$ cat config.mk
export PLATFORM = sky130hd
export DESIGN_NAME = wb_stage
export DESIGN_NICKNAME = d
export VERILOG_FILES = /design/src/rtl/wb_stage.sv
export SDC_FILE = /design/constraint.sdc
export NUM_CORES = 1
export LEC_CHECK = 0
export CORE_ASPECT_RATIO = 0.8
export CORE_MARGIN = 2
export CORE_UTILIZATION = 38
export CTS_BUF_LIST = sky130_fd_sc_hd__clkbuf_4
export CTS_CLUSTER_DIAMETER = 120
export DETAILED_ROUTE_END_ITERATION = 7
export PLACE_DENSITY = 0.79
export SYNTH_ARGS = -nofsm -noshare
export SYNTH_HDL_FRONTEND = slang
export SYNTH_SLANG_ARGS = --single-unit
$ cat constraint.sdc
create_clock -name clk_i -period 1.9 [get_ports clk_i]
set_input_delay 0.19 -clock clk_i [delete_from_list [all_inputs] [get_ports clk_i]]
set_output_delay 0.19 -clock clk_i [all_outputs]
set_load 0.1 [all_outputs]
$ cat src/rtl/wb_stage.sv
// rtl/wb_stage.sv - writeback stage arbitrating MEM and muldiv results into the register file
// MEM normally wins the single write port; a starved muldiv result forces a one-cycle upstream stall.
module wb_stage #(
  parameter int XLEN         = 32,
  parameter int RAW          = 5,
  parameter int STARVE_LIMIT = 4
) (
  input  logic              clk_i,
  input  logic              rst_i,
  input  logic              mem_valid_i,
  output logic              mem_ready_o,
  input  logic              mem_we_i,
  input  logic [RAW-1:0]    mem_rd_i,
  input  logic              mem_is_load_i,
  input  logic [2:0]        mem_funct3_i,
  input  logic [1:0]        mem_addr_lo_i,
  input  logic [XLEN-1:0]   mem_alu_i,
  input  logic [XLEN-1:0]   mem_rdata_i,
  input  logic              md_valid_i,
  input  logic [RAW-1:0]    md_rd_i,
  input  logic [XLEN-1:0]   md_result_i,
  output logic              md_ready_o,
  input  logic              issue_valid_i,
  input  logic [RAW-1:0]    issue_rd_i,
  output logic [2**RAW-1:0] busy_o,
  output logic              stall_o,
  output logic              we_o,
  output logic [RAW-1:0]    waddr_o,
  output logic [XLEN-1:0]   wdata_o
);

  localparam int CW = $clog2(STARVE_LIMIT + 1);

  logic            mem_cand, md_cand, mem_accept, md_accept;
  logic [CW-1:0]   starve_q, starve_d;
  logic            stall_d;
  logic [7:0]      byte_sel;
  logic [15:0]     half_sel;
  logic [XLEN-1:0] mem_data;
  logic [2**RAW-1:0] set_mask, clr_mask, busy_d;

  assign mem_cand    = mem_valid_i && mem_we_i && (mem_rd_i != '0);
  assign md_cand     = md_valid_i && (md_rd_i != '0);
  assign mem_ready_o = !stall_o;
  assign mem_accept  = mem_cand && !stall_o;
  assign md_ready_o  = !mem_accept || stall_o;
  assign md_accept   = md_valid_i && md_ready_o;

  always_comb begin
    byte_sel = mem_rdata_i[7:0];
    case (mem_addr_lo_i)
      2'd1:    byte_sel = mem_rdata_i[15:8];
      2'd2:    byte_sel = mem_rdata_i[23:16];
      2'd3:    byte_sel = mem_rdata_i[31:24];
      default: byte_sel = mem_rdata_i[7:0];
    endcase
    half_sel = mem_addr_lo_i[1] ? mem_rdata_i[31:16] : mem_rdata_i[15:0];
    mem_data = mem_alu_i;
    if (mem_is_load_i) begin
      case (mem_funct3_i)
        3'b000:  mem_data = {{(XLEN-8){byte_sel[7]}}, byte_sel};
        3'b001:  mem_data = {{(XLEN-16){half_sel[15]}}, half_sel};
        3'b100:  mem_data = {{(XLEN-8){1'b0}}, byte_sel};
        3'b101:  mem_data = {{(XLEN-16){1'b0}}, half_sel};
        default: mem_data = mem_rdata_i;
      endcase
    end
  end

  // Stall is raised on the same edge the counter saturates, so it is visible the next cycle.
  always_comb begin
    starve_d = starve_q;
    if (md_accept || !md_valid_i)
      starve_d = '0;
    else if (md_cand && starve_q != CW'(STARVE_LIMIT))
      starve_d = starve_q + 1'b1;
    stall_d = (starve_d == CW'(STARVE_LIMIT));
  end

  always_comb begin
    set_mask = '0;
    clr_mask = '0;
    if (issue_valid_i && issue_rd_i != '0)
      set_mask[issue_rd_i] = 1'b1;
    if (md_accept)
      clr_mask[md_rd_i] = 1'b1;
    busy_d    = (busy_o & ~clr_mask) | set_mask;
    busy_d[0] = 1'b0;
  end

  always_ff @(posedge clk_i or posedge rst_i) begin
    if (rst_i) begin
      we_o     <= 1'b0;
      waddr_o  <= '0;
      wdata_o  <= '0;
      busy_o   <= '0;
      stall_o  <= 1'b0;
      starve_q <= '0;
    end else begin
      starve_q <= starve_d;
      stall_o  <= stall_d;
      busy_o   <= busy_d;
      we_o     <= 1'b0;
      if (mem_accept) begin
        we_o    <= 1'b1;
        waddr_o <= mem_rd_i;
        wdata_o <= mem_data;
      end else if (md_accept && md_cand) begin
        we_o    <= 1'b1;
        waddr_o <= md_rd_i;
        wdata_o <= md_result_i;
      end
    end
  end

endmodule
==> results of run 1 <==
==> worst register-to-register path: stages (launching register included) <==
cell,delay [ns]
dfrtp_4,0.51
nand3b_1,0.24
o21ba_4,0.31
clkinv_4,0.06
buf_8,0.12
buf_4,0.17
nand2_1,0.09
nor2_1,0.05
a221oi_1,0.27
==> timing repair <==
item,4_1_cts,5_1_grt
setup endpoints to repair,33,44
hold buffers,0,0
buffers inserted,2,0
resized for setup,5,10
==> how the worst max path moves through the flow <==
stage                 startpoint                 endpoint  slack (ns)  cells after the start
3_5_place_dp    mem_addr_lo_i[1]  wdata_o[15]$_DFFE_PP0P_       -0.46                      7
5_1_grt        stall_o$_DFF_PP0_               md_ready_o       -0.16                      5
6_report       stall_o$_DFF_PP0_               md_ready_o       -0.10                      5
4_1_cts        stall_o$_DFF_PP0_               md_ready_o       -0.11                      5
2_1_floorplan  stall_o$_DFF_PP0_   waddr_o[0]$_DFFE_PP0P_        0.02                      7
3_3_place_gp    mem_addr_lo_i[1]  wdata_o[15]$_DFFE_PP0P_       -0.38                      7
==> power by group <==
group | leakage (uW) | switching (uW) | total [uW] | internal [uW]
clock | 0.0000660 | 594 | 992 | 398
combinational | 0.00178 | 2640 | 3530 | 889
sequential | 0.000881 | 167 | 1990 | 1820
total | 0.00272 | 3400 | 6500 | 3110
==> final cells by class <==
cell class | instances | area, um^2
fill | 855 | 3820
timing repair buffer | 241 | 2210
multi-input combinational | 316 | 2050
sequential | 73 | 1830
tap | 140 | 175
clock inverter | 7 | 70.1
clock buffer | 9 | 67.6
inverter | 11 | 50.0
antenna | 1 | 2.50
==> registers in the layout, indices dropped and copies added (netlist names) <==
name	flops
stall_o	1
we_o	1
busy_o	31
starve_q	3
wdata_o	32
waddr_o	5
==> stage by stage <==
stage / setup WS [ns] / hold slack (ns)
floorplan: 0.0182 / 0.330
global placement: -0.384 / 0.487
detailed placement: -0.462 / 0.490
CTS: -0.106 / 0.191
global route: -0.160 / 0.230
finish: -0.102 / 0.198
==> cell families after synthesis <==
family	count (synthesis)
AO/OA/AOI/OAI	189
AND/OR/NAND/NOR	84
flip-flops	73
buffers and inverters	44
multiplexers	39
adder cells (fa/ha/maj)	2
other	1
XOR/XNOR	1
==> per-layer routing <==
| metal | global-route usage | up-vias | wire length (um) |
|---|---|---|---|
| li1 | - | 2057 | - |
| met1 | 0.350 | 2127 | 6320 |
| met2 | 0.398 | 214 | 7250 |
| met3 | 0.0427 | 32 | 1090 |
| met4 | 0.0962 | 0 | 399 |
| met5 | 0 | - | 0 |
==> placed cells by master, fill, tap and decap left out, drive strengths merged, types with 3 or more instances in the layout <==
cell type / synthesis / final
a21oi: 33 / 33
a31oi: 5 / 5
buf: 13 / 119
clkbuf: 20 / 9
clkdlybuf4s50: 0 / 122
clkinv: 2 / 4
clkinvlp: 0 / 4
dfrtp: 73 / 73
inv: 9 / 9
mux2: 6 / 6
mux2i: 32 / 32
nand2: 23 / 23
nand2b: 4 / 4
nand3: 7 / 7
nand3b: 4 / 4
nor2: 24 / 24
nor2b: 6 / 6
nor3: 3 / 3
nor3b: 3 / 3
o21ai: 86 / 86
o221ai: 6 / 6
o22ai: 32 / 32
o31a: 7 / 7
o31ai: 9 / 9
==> impl_metrics.env, run 1 <==
export IMPL_ff2ff_path_depth=8
export IMPL_clock_latency_ns=0.42
export IMPL_core_mm2=0.0103
export IMPL_grtUsageTotal=0.252
export IMPL_status="finished, violations left"
export IMPL_p_leak_uw=0.00272
export IMPL_pwr_density_cell_mw_per_mm2=1010
export IMPL_path_cells="nand3b_1 -> o21ba_4 -> clkinv_4 -> buf_8 -> buf_12"
export IMPL_finalPower_uw=6500
export IMPL_die_area_mm2=0.0115
export IMPL_nNetsFinal=777
export IMPL_cts_buffers_inserted=9
export IMPL_timing_rr_end="waddr_o[1]$_DFFE_PP0P_"
export IMPL_setup_tns_ns=-0.119
export IMPL_synth_compound_area_frac=0.277
export IMPL_hold_class="input pin to async pin"
export IMPL_synth_top_family_by_area="compound AO/OA/AOI/OAI gates"
export IMPL_crit_reg2reg_launch="stall_o$_DFF_PP0_"
export IMPL_synth_avg_cell_area_um2=9.31
export IMPL_antenna_found_initial=0
export IMPL_cts_buffer_depth=2
export IMPL_yosysMostFrequentCell="o21ai_0"
export IMPL_drc_errors=0
export IMPL_peakVddDrop_v=0.000623
export IMPL_synth_xor_area_share=0.00217
export IMPL_fmax_mhz=500
export IMPL_synthTopCellsByArea="dfrtp_1, o21ai_0, mux2i_1"
export IMPL_cts_num_sinks=73
export IMPL_rows=33
export IMPL_ys_warn_count=0
export IMPL_skew_ns=0.00924
export IMPL_grt_pass1_vias=4221
export IMPL_arrival_ns=1.81
export IMPL_ys_async_sr_fraction=1.00
export IMPL_crit_path_start_kind="register"
export IMPL_hold_violations=0
export IMPL_end_kind="output port"
export IMPL_drive_gt1_frac=0.239
export IMPL_port_buffers=194
export IMPL_synth_mux_area_frac=0.102
export IMPL_wl_um=15100
export IMPL_yosysTopAreaCell="dfrtp_1"
export IMPL_fin_ws_ns=-0.102
export IMPL_via_count=4430
export IMPL_slowest_delay_ns=0.51
export IMPL_fin_util=0.628
export IMPL_grt_overflow=0
export IMPL_yosysSeqAreaShare=0.453
export IMPL_slew_viol_final=0
export IMPL_cp_required_ns=1.71
export IMPL_fin_area_mm2=0.00646
export IMPL_syn_nets=558
export IMPL_rsz0062_at_grt="yes"
export IMPL_synth_edf_count=0
export IMPL_syn_inst=433
export IMPL_drt_pass1_iterations=5
export IMPL_dp_cells=779
export IMPL_path_clk_slew_ns=0.13
export IMPL_fin_crit_sh=1.05
export IMPL_place_area_mm2=0.00623
export IMPL_cts_root_buf="clkbuf_4"
export IMPL_worstPathMaxFanout=2
export IMPL_die_width_um=119
export IMPL_cp_slowest_cell="dfrtp_4"
export IMPL_timing_critical_path_buf_inv=3
export IMPL_grt_max_degree=74
export IMPL_viasPerCell=5.55
export IMPL_crit_family="flip-flops"
export IMPL_synth_adder_area_share=0.00621
export IMPL_finalSetupViolCount=2
export IMPL_die_h_um=96.1
export IMPL_violations="negative setup slack"
export IMPL_synthFlopType="dfrtp_1"
export IMPL_r2r_setup_slack_ns=-0.02
export IMPL_worst_slew_pin_slew_ns=0.585
export IMPL_slew_headroom=0.608
export IMPL_drt_iter0_markers=341
export IMPL_final_cells=798
export IMPL_place_congestion=0.934
export IMPL_synth_top_area_frac=0.453
export IMPL_grt_pass1_wl_um=22400
export IMPL_cts_htree_levels=3
export IMPL_drv_cap=0
export IMPL_syn_to_final_growth_pct=60.1
export IMPL_yosys_register_bits=73
export IMPL_hpwlAfterDp_um=11600
export IMPL_synth_distinct_cells=48
export IMPL_cts_tree="built"
export IMPL_yosys_area_share_simple=0.109
export IMPL_wire_per_inst_um=18.9
export IMPL_route_antenna_remaining_nets=0
export IMPL_finalCriticalPeriod_ns=2.00
export IMPL_initial_core_util=0.392
export IMPL_syn_area_mm2=0.00403
export IMPL_synth_commonest_cells="o21ai_0, dfrtp_1, a21oi_1, mux2i_1, o22ai_1"
export IMPL_crit_type="register to output port"
export IMPL_design_portCount=196
Note: power is estimated with default switching activity, not from simulation.
==> run 2: changes to the inputs <==
--- a/config.mk
+++ b/config.mk
@@ -11,6 +11,7 @@
 export CTS_BUF_LIST = sky130_fd_sc_hd__clkbuf_4
 export CTS_CLUSTER_DIAMETER = 120
 export DETAILED_ROUTE_END_ITERATION = 7
+export GPL_TIMING_DRIVEN = 0
 export PLACE_DENSITY = 0.79
 export SYNTH_ARGS = -nofsm -noshare
 export SYNTH_HDL_FRONTEND = slang
==> run 2 against run 1 <==
Effect of this change:
- the flow still finishes with violations (negative setup slack)
- critical path type unchanged
- critical path depth up 1
- hold slack got worse by 0.12 ns
- via count increased by 1.0%
- fmax is 5.2% lower
- global-route usage rose by 0.87 points
- core utilization shrank 3.0 points
- setup slack got worse by 0.11 ns
- final area shrank 4.7%
==> impl_metrics.env, run 2 (synthesized netlist as in run 1, its figures left out) <==
export IMPL_highest_layer="met4"
export IMPL_die_width_um=119
export IMPL_finalSetupViolCount=8
export IMPL_p_sw_uw=3410
export IMPL_hold_class="input pin to register"
export IMPL_pwr_density_cell_mw_per_mm2=1010
export IMPL_drt_pass1_iterations=5
export IMPL_grt_pass1_vias=4252
export IMPL_fin_util=0.598
export IMPL_grt_max_degree=30
export IMPL_cts_num_sinks=73
export IMPL_place_congestion=0.908
export IMPL_die_area_mm2=0.0115
export IMPL_arrival_ns=1.92
export IMPL_path_cells="nand3b_1 -> o21ba_1 -> buf_6 -> clkinv_8 -> buf_8 -> buf_12"
export IMPL_hpwlAfterDp_um=11900
export IMPL_cts_tree="built"
export IMPL_dp_slack_ns=-1.28
export IMPL_design_portCount=196
export IMPL_rsz0062_at_grt="yes"
export IMPL_viasPerCell=5.71
export IMPL_layout_cells_most_common="clkdlybuf4s50_1"
export IMPL_crit_type="register to output port"
export IMPL_diodes=0
export IMPL_peakVddDrop_v=0.000636
export IMPL_drt_iter0_markers=436
export IMPL_end_kind="output port"
export IMPL_cts_buffer_depth=2
export IMPL_grt_overflow=0
export IMPL_syn_to_final_growth_pct=52.5
export IMPL_core_mm2=0.0103
export IMPL_worstPathMaxFanout=5
export IMPL_hold_violations=0
export IMPL_switching_share=0.547
export IMPL_clock_latency_ns=0.45
export IMPL_crit_family="flip-flops"
export IMPL_grtUsageTotal=0.261
export IMPL_clkPwrFrac=0.142
export IMPL_route_antenna_remaining_nets=0
export IMPL_slowest_delay_ns=0.51
export IMPL_wl_um=15400
export IMPL_power_frac_comb=0.541
export IMPL_via_count=4475
export IMPL_drive_gt1_frac=0.183
export IMPL_top_regs="wdata_o (32), busy_o (31), waddr_o (5)"
export IMPL_cts_buffers_inserted=9
export IMPL_die_h_um=96.1
export IMPL_drc_errors=0
export IMPL_largest_reg_flops=32
export IMPL_regMostFlops="wdata_o"
export IMPL_crit_path_start_kind="register"
export IMPL_fmax_mhz=474
export IMPL_wire_per_inst_um=19.6
export IMPL_cts_htree_levels=3
export IMPL_status="finished, violations left"
export IMPL_wl_met3_um=1440
export IMPL_cp_required_ns=1.71
export IMPL_fill_cells=881
export IMPL_violations="negative setup slack"
export IMPL_hold_buffers=0
export IMPL_finalCriticalPeriod_ns=2.11
export IMPL_internal_power_uw=2820
export IMPL_initial_core_util=0.392
export IMPL_path_clk_slew_ns=0.13
export IMPL_cp_slowest_cell="dfrtp_4"
export IMPL_seq_power_share=0.317
export IMPL_drv_cap=0
export IMPL_slew_headroom=0.353
export IMPL_cts_root_buf="clkbuf_4"
export IMPL_final_cell_mix="clkdlybuf4s50_1, dfrtp_1, o21ai_0"
export IMPL_nNetsFinal=764
export IMPL_met1Wirelength_um=6570
export IMPL_grt_pass1_wl_um=22800
export IMPL_worst_slew_pin_slew_ns=0.974
export IMPL_fin_crit_sh=1.11
export IMPL_fin_ws_ns=-0.211
export IMPL_wl_met2_um=6940
export IMPL_antenna_found_initial=0
export IMPL_timing_critical_path_buf_inv=4
export IMPL_port_buffers=185
export IMPL_p_leak_uw=0.00255
export IMPL_skew_ns=0.0151
export IMPL_slew_viol_final=0
export IMPL_rows=33
## run 2: cell types whose count changed in the layout (fill, tap and decap cells not counted), moves of 3 or more
cell / before / now
o21ai_1: 6 / 22
clkbuf_1: 0 / 13
clkdlybuf4s50_1: 122 / 113
buf_4: 111 / 10
buf_2: 0 / 7
clkdlybuf4s15_2: 0 / 3
buf_12: 7 / 3
clkbuf_2: 0 / 51
buf_6: 0 / 5
clkdlybuf4s15_1: 0 / 20
o21ai_0: 80 / 63
## run 2: worst paths after layout
kind	from	end	slack, ns	depth (start not counted)
min in group asynchronous	rst_i	wdata_o[29]$_DFFE_PP0P_	0.10	2
max in group asynchronous	rst_i	starve_q[1]$_DFF_PP0_	1.09	4
worst max register to register	stall_o$_DFF_PP0_	wdata_o[12]$_DFFE_PP0P_	-0.04	7
worst min-delay path	md_rd_i[4]	waddr_o[4]$_DFFE_PP0P_	0.08	3
worst min register to register	busy_o[3]$_DFF_PP0_	busy_o[3]$_DFF_PP0_	0.51	2
worst max-delay path	stall_o$_DFF_PP0_	md_ready_o	-0.21	6
## run 2: tightest hold or removal path, cell delays in order
cell and delay (ns):
buf_2 0.17, nand2_1 0.08, a31oi_1 0.07
## run 2: power by group through the flow
stage	registers (uW)	logic [uW]	clock network, uW
final	1970	3370	886
after global routing	2000	3480	976
after CTS	1960	3380	904
after detailed placement	2000	3530	0
after global placement	1990	3480	0
after floorplan	3950	531	0
## run 2: repair_timing
item | 4_1_cts | 5_1_grt
buffers inserted | 2 | 6
endpoints found under the setup margin | 134 | 100
endpoints found under the hold margin | 0 | 0
resized for setup | 127 | 122
cloned | 0 | 0
## run 2: layer usage
metal  track usage  vias to the layer above
met4        0.0972                        0
met1         0.367                     2150
met2         0.384                      248
met5             0                        -
li1              -                     2039
met3        0.0723                       38
## run 2: layout make-up
cell class                 instances  area (um^2)  area share
tap                              140          175      0.0285
multi-input combinational        316         2040       0.332
clock inverter                     6         41.3     0.00671
clock buffer                      10         75.1      0.0122
inverter                          11         57.6     0.00936
timing repair buffer             195         1730       0.281
sequential                        73         1830       0.298
buffer                            33          203      0.0330
## run 2: metrics by stage
step	area (um^2)	instances	setup TNS (ns)	total power [uW]	hold slack, ns
floorplan	4040	433	0	4480	0.330
global placement	6070	758	-24.49	5470	0.485
detailed placement	6110	760	-26.99	5520	0.482
CTS	6240	778	-0.282	6240	0.0549
global route	6150	784	-1.17	6460	0.0635
finish	6150	784	-0.371	6230	0.0782
